## src/rtl/vram_pkg.sv

```systemverilog
// Shared constants and scheduler state encoding for the VRAM arbiter slice.
package vram_pkg;

  localparam int VRAM_AW = 19;
  localparam int VRAM_DW = 36;
  localparam logic [10:0] H_ACTIVE = 11'd1024;
  localparam logic [9:0]  V_ACTIVE = 10'd768;

  typedef enum logic [1:0] {
    ACTIVE_DISP = 2'd0,
    ACTIVE_WR   = 2'd1,
    BLANK       = 2'd2
  } sched_state_t;

  // Classify the current pixel position into the slot type the ZBT port serves.
  function automatic sched_state_t slot_kind(input logic [10:0] hcount, input logic [9:0] vcount);
    sched_state_t kind;
    if (hcount >= H_ACTIVE || vcount >= V_ACTIVE)
      kind = BLANK;
    else if (hcount[1:0] == 2'd0)
      kind = ACTIVE_DISP;
    else
      kind = ACTIVE_WR;
    return kind;
  endfunction

endpackage

```

## src/rtl/vram_wr_fifo.sv

```systemverilog
// Synchronous write-buffer FIFO holding {address, data} words for the VRAM arbiter.
module vram_wr_fifo
  import vram_pkg::*;
#(
  parameter int DEPTH = 4,
  parameter int WIDTH = VRAM_AW + VRAM_DW
) (
  input  logic                     clk,
  input  logic                     reset,
  input  logic                     push,
  input  logic [WIDTH-1:0]         push_data,
  input  logic                     pop,
  output logic [WIDTH-1:0]         head_data,
  output logic                     full,
  output logic                     empty,
  output logic [$clog2(DEPTH):0]   count
);

  localparam int PW = $clog2(DEPTH);
  localparam logic [PW:0] FULL_CNT = DEPTH[PW:0];

  logic [WIDTH-1:0] mem [DEPTH];
  logic [PW-1:0]    wr_ptr;
  logic [PW-1:0]    rd_ptr;
  logic             do_push;
  logic             do_pop;

  assign full      = (count == FULL_CNT);
  assign empty     = (count == '0);
  assign do_push   = push && !full;
  assign do_pop    = pop && !empty;
  assign head_data = mem[rd_ptr];

  always_ff @(posedge clk) begin
    if (do_push)
      mem[wr_ptr] <= push_data;
  end

  // Pointers wrap naturally because DEPTH is a power of two.
  always_ff @(posedge clk) begin
    if (reset) begin
      wr_ptr <= '0;
      rd_ptr <= '0;
      count  <= '0;
    end else begin
      if (do_push)
        wr_ptr <= wr_ptr + 1'b1;
      if (do_pop)
        rd_ptr <= rd_ptr + 1'b1;
      case ({do_push, do_pop})
        2'b10:   count <= count + 1'b1;
        2'b01:   count <= count - 1'b1;
        default: count <= count;
      endcase
    end
  end

endmodule

```

## src/rtl/vram_arbiter.sv

```systemverilog
// Time-slot arbiter sharing one ZBT port between display reads and buffered writes.
// Optional VRAM_ARB_STATS_EN adds a saturating write-stall cycle counter.
module vram_arbiter
  import vram_pkg::*;
#(
  parameter int FIFO_DEPTH = 4,
  parameter int ZBT_LAT    = 2
) (
  input  logic                clk,
  input  logic                reset,
  input  logic [10:0]         hcount,
  input  logic [9:0]          vcount,
  input  logic [VRAM_AW-1:0]  disp_addr,
  output logic [VRAM_DW-1:0]  disp_data,
  output logic                disp_valid,
  input  logic                wr_valid,
  output logic                wr_ready,
  input  logic [VRAM_AW-1:0]  wr_addr,
  input  logic [VRAM_DW-1:0]  wr_data,
  output logic [VRAM_AW-1:0]  vram_addr,
  output logic                vram_we,
  output logic [VRAM_DW-1:0]  vram_write_data,
  input  logic [VRAM_DW-1:0]  vram_read_data,
  output logic                busy
`ifdef VRAM_ARB_STATS_EN
  ,
  output logic [15:0]         wr_stall_cnt
`endif
);

  sched_state_t                  slot;
  sched_state_t                  state;
  logic                          fifo_full;
  logic                          fifo_empty;
  logic [$clog2(FIFO_DEPTH):0]   fifo_count;
  logic [VRAM_AW+VRAM_DW-1:0]    head;
  logic                          push;
  logic                          pop;
  logic [VRAM_DW-1:0]            wd_pipe [ZBT_LAT+1];
  logic [ZBT_LAT-1:0]            we_sh;
  logic [ZBT_LAT-1:0]            rd_sh;

  assign slot     = slot_kind(hcount, vcount);
  assign wr_ready = !fifo_full;
  assign push     = wr_valid && wr_ready;
  assign pop      = (slot != ACTIVE_DISP) && !fifo_empty;

  vram_wr_fifo #(
    .DEPTH (FIFO_DEPTH),
    .WIDTH (VRAM_AW + VRAM_DW)
  ) u_wr_fifo (
    .clk       (clk),
    .reset     (reset),
    .push      (push),
    .push_data ({wr_addr, wr_data}),
    .pop       (pop),
    .head_data (head),
    .full      (fifo_full),
    .empty     (fifo_empty),
    .count     (fifo_count)
  );

  // Display slots always win the address bus; idle write slots leave the address parked.
  always_ff @(posedge clk) begin
    if (reset) begin
      state     <= BLANK;
      vram_addr <= '0;
      vram_we   <= 1'b0;
    end else begin
      state   <= slot;
      vram_we <= 1'b0;
      if (slot == ACTIVE_DISP) begin
        vram_addr <= disp_addr;
      end else if (pop) begin
        vram_addr <= head[VRAM_AW+VRAM_DW-1:VRAM_DW];
        vram_we   <= 1'b1;
      end
    end
  end

  // Write data and read tags ride shift pipelines aligned to the ZBT latency.
  always_ff @(posedge clk) begin
    if (reset) begin
      for (int i = 0; i <= ZBT_LAT; i++)
        wd_pipe[i] <= '0;
      we_sh      <= '0;
      rd_sh      <= '0;
      disp_data  <= '0;
      disp_valid <= 1'b0;
    end else begin
      wd_pipe[0] <= pop ? head[VRAM_DW-1:0] : '0;
      for (int i = 1; i <= ZBT_LAT; i++)
        wd_pipe[i] <= wd_pipe[i-1];
      we_sh[0] <= pop;
      rd_sh[0] <= (state == ACTIVE_DISP);
      for (int i = 1; i < ZBT_LAT; i++) begin
        we_sh[i] <= we_sh[i-1];
        rd_sh[i] <= rd_sh[i-1];
      end
      disp_valid <= rd_sh[ZBT_LAT-1];
      if (rd_sh[ZBT_LAT-1])
        disp_data <= vram_read_data;
    end
  end

  assign vram_write_data = wd_pipe[ZBT_LAT];
  assign busy            = (fifo_count != '0) || (|we_sh);

`ifdef VRAM_ARB_STATS_EN
  always_ff @(posedge clk) begin
    if (reset)
      wr_stall_cnt <= '0;
    else if (wr_valid && !wr_ready && wr_stall_cnt != 16'hFFFF)
      wr_stall_cnt <= wr_stall_cnt + 1'b1;
  end
`endif

endmodule

```

## config.mk

```make
export PLATFORM = sky130hd
export DESIGN_NAME = vram_arbiter
export DESIGN_NICKNAME = d
export VERILOG_FILES = /design/src/rtl/vram_pkg.sv /design/src/rtl/vram_wr_fifo.sv /design/src/rtl/vram_arbiter.sv
export SDC_FILE = /design/constraint.sdc
export NUM_CORES = 1
export LEC_CHECK = 0
export BUFFER_PORTS_ARGS = -buffer_cell sky130_fd_sc_hd__buf_4
export CORE_MARGIN = 1
export CORE_UTILIZATION = 45
export DETAILED_ROUTE_END_ITERATION = 10
export HOLD_SLACK_MARGIN = 0.1
export PLACE_DENSITY = 0.69
export SETUP_SLACK_MARGIN = 0.5
export SLEW_MARGIN = 15
export SYNTH_ARGS = -nofsm -noshare
export SYNTH_HDL_FRONTEND = slang
export SYNTH_SLANG_ARGS = --single-unit
export TNS_END_PERCENT = 20
```

## constraint.sdc

```tcl
create_clock -name clk -period 2.6 [get_ports clk]
set_input_delay 0.39 -clock clk [delete_from_list [all_inputs] [get_ports clk]]
set_output_delay 0.39 -clock clk [all_outputs]
set_load 0.03 [all_outputs]
```

Yosys cells after proc, flatten, opt, wreduce, memory -nomap -nowiden. Memories as Yosys holds them, arrays and structs flattened. A register that Yosys moved wholly into a read port is not among the register bits. Index checks and enable logic that the tools add are counted. W data, S select, Z words.

Shifts and indexed selects: 0. Equal/unequal tests: 3. Reductions and logical operators: 18. Bitwise gates (word level): 3. Magnitude comparators: 2. Divide/modulo/power cells: 0. Muxes and demuxes: 17. Multiply operators: 0. Add/subtract/negate cells: 4.

Operators with widths (number): $mux W36 (4); $mux W19 (2); $ge A11 B11 Y1 const B (1); $ge A10 B10 Y1 const B (1); $mux W1 (7); $logic_not A2 Y1 (3); $mux W2 (3); $pmux W3 S2 (1); $reduce_bool A2 Y1 (3); $add A2 B1 Y2 const B (2); $logic_and A1 B1 Y1 (4); $reduce_or A2 Y1 (2); $add A3 B1 Y3 const B (1); $eq A3 B3 Y1 const B (1); $logic_not A3 Y1 (1); $or A1 B1 Y1 (3); $reduce_bool A3 Y1 (1); $sub A3 B1 Y3 const B (1); $eq A2 B1 Y1 const B (1); $eq A2 B2 Y1 const B (1); $logic_not A1 Y1 (2); $logic_or A1 B1 Y1 (2).

Input port bits: 134. Bits in writable memories: 328. Memories: 2. Logic and storage cells: 59. Register bits after elaboration: 70. Latch bits: 0. Memory bits (read-only): 0.

Memories: u_wr_fifo.mem (words 4, bits a word 55, rd ports 1, clocked after Yosys merged registers in 1, wr ports 1, line vram_wr_fifo.sv:22) `logic [WIDTH-1:0] mem [DEPTH];`; wd_pipe (words 3, bits a word 36, rd ports 3, clocked after Yosys merged registers in 0, wr ports 3, line vram_arbiter.sv:39) `logic [VRAM_DW-1:0] wd_pipe [ZBT_LAT+1];`.

Logic depth before layout (Yosys ltp).
Depth in word-level cells: 8. Mapped depth: 9.

By module. Synthesis repeated with hierarchy kept, for this count alone.

Cell total of the unflattened synthesis: 831. Area total of the unflattened synthesis: 14064.7 µm².

Modules (own cells, without submodules): vram_wr_fifo (cells each 341, times used 1, area each 8480.6 µm², seq. area each 6786.5 µm²); vram_arbiter (cells each 490, times used 1, area each 5584.1 µm², seq. area each 3423.3 µm²).

Worst setup path after synthesis. OpenSTA, ideal clock, no wires.

Kind: register to register. From: reg u_wr_fifo.count[0]. To: mem u_wr_fifo.mem[0][0] (netlist bit), enable pin. Cell stages (with the launch flop): 4. Path buffers: 1. Path slack: -214 ps. Data required time: 2181 ps. Data arrival time: 2396 ps. Cell sequence: dfxtp_1 > or3b_1 > clkbuf_1 > and3_1.

Cells in the longest elaborated chain, start to end: 6.

Ends and longest elaborated chain: start: declaration (line vram_wr_fifo.sv:16) `output logic [$clog2(DEPTH):0] count`; start signal: assignment (line vram_wr_fifo.sv:51) `2'b10: count <= count + 1'b1;`; start signal: assignment (line vram_wr_fifo.sv:52) `2'b01: count <= count - 1'b1;`; start signal: assignment (line vram_wr_fifo.sv:53) `default: count <= count;`; $eq A3 B3 Y1 * (line vram_wr_fifo.sv:28) `assign full = (count == FULL_CNT);`; $logic_not A1 Y1 * (line vram_arbiter.sv:44) `assign wr_ready = !fifo_full;`; named net wr_ready (line vram_arbiter.sv:17) `output logic wr_ready,`; $logic_and A1 B1 Y1 (line vram_arbiter.sv:45) `assign push = wr_valid && wr_ready;`; $logic_and A1 B1 Y1 * (line vram_wr_fifo.sv:30) `assign do_push = push && !full;`; $mux W1 * (line vram_wr_fifo.sv:35) `if (do_push)`; $mux W1 (not written as such) * (line vram_wr_fifo.sv:36) `mem[wr_ptr] <= push_data;`; end: declaration (line vram_wr_fifo.sv:22).

Mark *: on every way through the listed nets, which the timed path passes. The rest lies on a longest branch.

Final worst setup path.
From: reg u_wr_fifo.count[2]. To: out busy.

Cells in the longest elaborated chain, start to end: 2.

Ends and longest elaborated chain: $reduce_bool A3 Y1 (line vram_arbiter.sv:107) `assign busy = (fifo_count != '0) || (|we_sh);`; $logic_or A1 B1 Y1 (line vram_arbiter.sv:107); end: declaration (line vram_arbiter.sv:24) `output logic busy`.

Every way passes these cells.

==> impl_metrics.csv <==
group,metric,value,unit
sta,fin_crit_sh,0.8176,
drt,ant_nets,0,
critical_path,arrival,1.74,ns
logic_synthesis,synth-simple-area-share,0.07876,
floorplanning,fp.coreArea,30590,um^2
logic_synthesis,synth_top_family_by_area,"multiplexers",
clock_network,clock_path_buffers,3,
logic_synthesis,ys_types,34,
global_routing,antenna_found_initial,1,
place,globalplace.congestion,0.7053,
floorplanning,fp.dieW,178.3,um
floorplanning,initial_core_util,0.4570,
outcome,status,"complete, no violations",
place,port_buffers,212,
sta,setup_tns,0,ns
drt,drc,0,
clock_network,clk_pin_slew,0.06,ns
floorplanning,die-height,178.3,um
logic_synthesis,synth_xor_area_frac,0.001253,
drt,dr.pass1.iters,4,
global_routing,grt_overflow,0,
logic_synthesis,muxShareOfSynthArea,0.1144,
critical_path,cp_max_fo,5,
cells_and_area,fill_cells,2368,
sta,slew_violations,0,
critical_path,setup.worst_path.end_class,"primary output",
logic_synthesis,synth_compound_area_frac,0.03204,
sta,worst_pin_slew,0.8203,ns
clock_network,cts.htree.levels,2,
min_path,worstHoldPathType,"input port to register",
cells_and_area,multi_input_area,3306,um^2
logic_synthesis,syn_inst,847,
logic_synthesis,syn_area,13980,um^2
clock_network,numCtsBuffers,41,
floorplanning,rows,64,
place,dp_hpwl,15.69,mm
sta,timing.final.crit_period,2.126,ns
place,post-place-ws,0.4403,ns
critical_path,critical_path_required,2.21,ns
sta,hold_viol,0,
logic_synthesis,yosysSeqAreaShare,0.7303,
sta,fmax,470.4,MHz
drt,via_per_inst,4.868,
critical_path,crit_type,"register to primary output",
drt,first_iter_violations,236,
sta,fin_ws,0.4742,ns
cells_and_area,nets,1251,
cells_and_area,drive_gt1_frac,0.3392,
sta,setup_violations,0,
global_routing,gr-usage-all-layers,0.1655,
drt,totalWireLength,26.32,mm
floorplanning,design.portCount,229,
logic_synthesis,synth.avg_cell_area,16.50,um^2
critical_path,critPathLaunchType,"register",
clock_network,clock-root-buffer,"clkbuf_16",
drt,vias,7501,
cells_and_area,regArea,10220,um^2
power_and_ir_drop,p_leak,6.646,nW
logic_synthesis,synth_seq_cells,400,
floorplanning,dieArea,31770,um^2
logic_synthesis,yosysWarnings,0,
logic_synthesis,synthAdderAreaFrac,0.005907,
clock_network,tritoncts,"yes",
clock_network,clock_latency,0.52,ns
cells_and_area,area_delta_synth_final,28.70,%
power_and_ir_drop,ir_drop,0.6371,mV
sta,rsz0062_at_grt,"yes",
power_and_ir_drop,powerDensity,979.8,nW/um^2
sta,slew_headroom,0.4532,
global_routing,grt_pass1_wl,40.11,mm
sta,holdWs,0.1180,ns
global_routing,grt_pass1_vias,7642,
drt,wl_per_cell,17.08,um
clock_network,postCtsSetupBuffers,0,
job,maxCapViolCount,0,
global_routing,grt_start_max_net_pins,74,
clock_network,cts.sinks,400,
logic_synthesis,syn_nets,987,
sta,fin_skew,0.01050,ns
-- worst paths after layout --
path,endpoint,slack [ns],start,cells after the start
max,busy,0.47,u_wr_fifo.count[2],3
min reg2reg,rd_sh[0],0.39,state[0],1
min,disp_data[11],0.12,vram_read_data[11],3
max reg2reg,u_wr_fifo.count[2],0.56,u_wr_fifo.count[2],8
-- kinds of logic after synthesis --
kind of cell / Yosys count
fa+ha+maj: 6
mux: 91
compound gates: 53
xor+xnor: 2
simple gates: 208
flops: 400
buf+inv: 87
-- cell usage after synthesis --
cell type / n / share of area
a211oi_1: 1 / 0.00054
clkbuf_2: 1 / 0.00036
nand2_1: 20 / 0.0054
a31o_1: 1 / 0.00063
clkbuf_1: 17 / 0.0046
mux2i_1: 36 / 0.026
nor3_2: 2 / 0.0014
or3b_1: 1 / 0.00063
mux4_2: 55 / 0.089
dfxtp_1: 180 / 0.26
ha_1: 5 / 0.0045
nand3_1: 2 / 0.00072
a21oi_1: 25 / 0.0090
and3_1: 4 / 0.0018
fa_1: 1 / 0.0014
edfxtp_1: 220 / 0.47
a2111oi_4: 1 / 0.0020
buf_6: 4 / 0.0032
a21o_1: 2 / 0.0011
a211o_1: 1 / 0.00063
inv_1: 6 / 0.0016
buf_2: 11 / 0.0039
o21ai_0: 2 / 0.00072
and2_1: 36 / 0.016
buf_1: 8 / 0.0021
nor2b_1: 75 / 0.034
a211oi_2: 18 / 0.016
nor3_1: 2 / 0.00072
buf_4: 40 / 0.021
a311oi_1: 1 / 0.00063
or3_1: 4 / 0.0018
xor2_1: 2 / 0.0013
nor2_1: 62 / 0.017
a2111o_1: 1 / 0.00081
-- power by group --
part | total [mW] | internal (mW) | switching, mW
sequential | 7.81 | 7.49 | 0.319
clock | 5.97 | 3.69 | 2.28
combinational | 3.84 | 1.85 | 1.99
-- registers in the layout (all words and copies together) (netlist names), named ones only --
signal / flops
u_wr_fifo.rd_ptr: 2
vram_we: 1
u_wr_fifo.wr_ptr: 2
state: 2
rd_sh: 2
disp_valid: 1
wd_pipe: 108
u_wr_fifo.count: 3
vram_addr: 19
we_sh: 2
disp_data: 36
u_wr_fifo.mem: 220
-- critical path, stage by stage, from the launching register on --
cell and delay (ns):
dfxtp_4 0.36, or3_4 0.38, or3_1 0.32, buf_6 0.15
-- per-layer routing --
layer,wire [um],vias to the layer above,GRT usage
li1,-,3566,-
met1,10840,3711,0.1992
met2,13550,178,0.2967
met3,1401,46,0.03623
met4,533,0,0.04732
met5,0,-,0
-- layout make-up --
cell class	instances	share of cell area
inverters	6	0.001252
repair buffers	302	0.1402
clock buffers	65	0.07128
flip-flops and latches	400	0.5681
multi-input cells	360	0.1837
well taps	396	0.02754
diodes	1	0.0001391
clock inverters	11	0.007719
-- cells in the final DEF, fill, tap and decap left out, types with 3 or more instances in the layout --
cell and instances:
clkbuf_1 11, nand2_1 19, ha_1 4, or3_1 3, dfxtp_1 174, dlygate4sd3_1 69
a21oi_1 25, and2_1 36, clkbuf_16 45, nor2b_1 75, mux2i_1 36, and3_4 4
buf_12 6, nor2_1 62, clkbuf_8 8, a211oi_2 18, inv_1 6, clkinv_2 3
mux4_2 55, edfxtp_1 220, bufinv_16 3, dfxtp_2 4, buf_4 225
-- metrics by stage --
stage | utilization | cells | power [mW] | area [um^2]
global placement | 0.5186 | 1395 | 11.66 | 15860
CTS | 0.5879 | 1540 | 17.87 | 17980
floorplan | - | 847 | 10.49 | 14010
global route | 0.5882 | 1541 | 18.41 | 17990
detailed placement | 0.5186 | 1395 | 11.75 | 15860
finish | 0.5882 | 1541 | 17.63 | 17990
-- what timing repair did --
item,in CTS,in global routing
endpoints found under the setup margin,1,3
hold buffers,69,0
gates resized for setup,3,2
pin swaps,0,0
hold endpoints to repair,238,0
(Power assumes the default switching activity.)
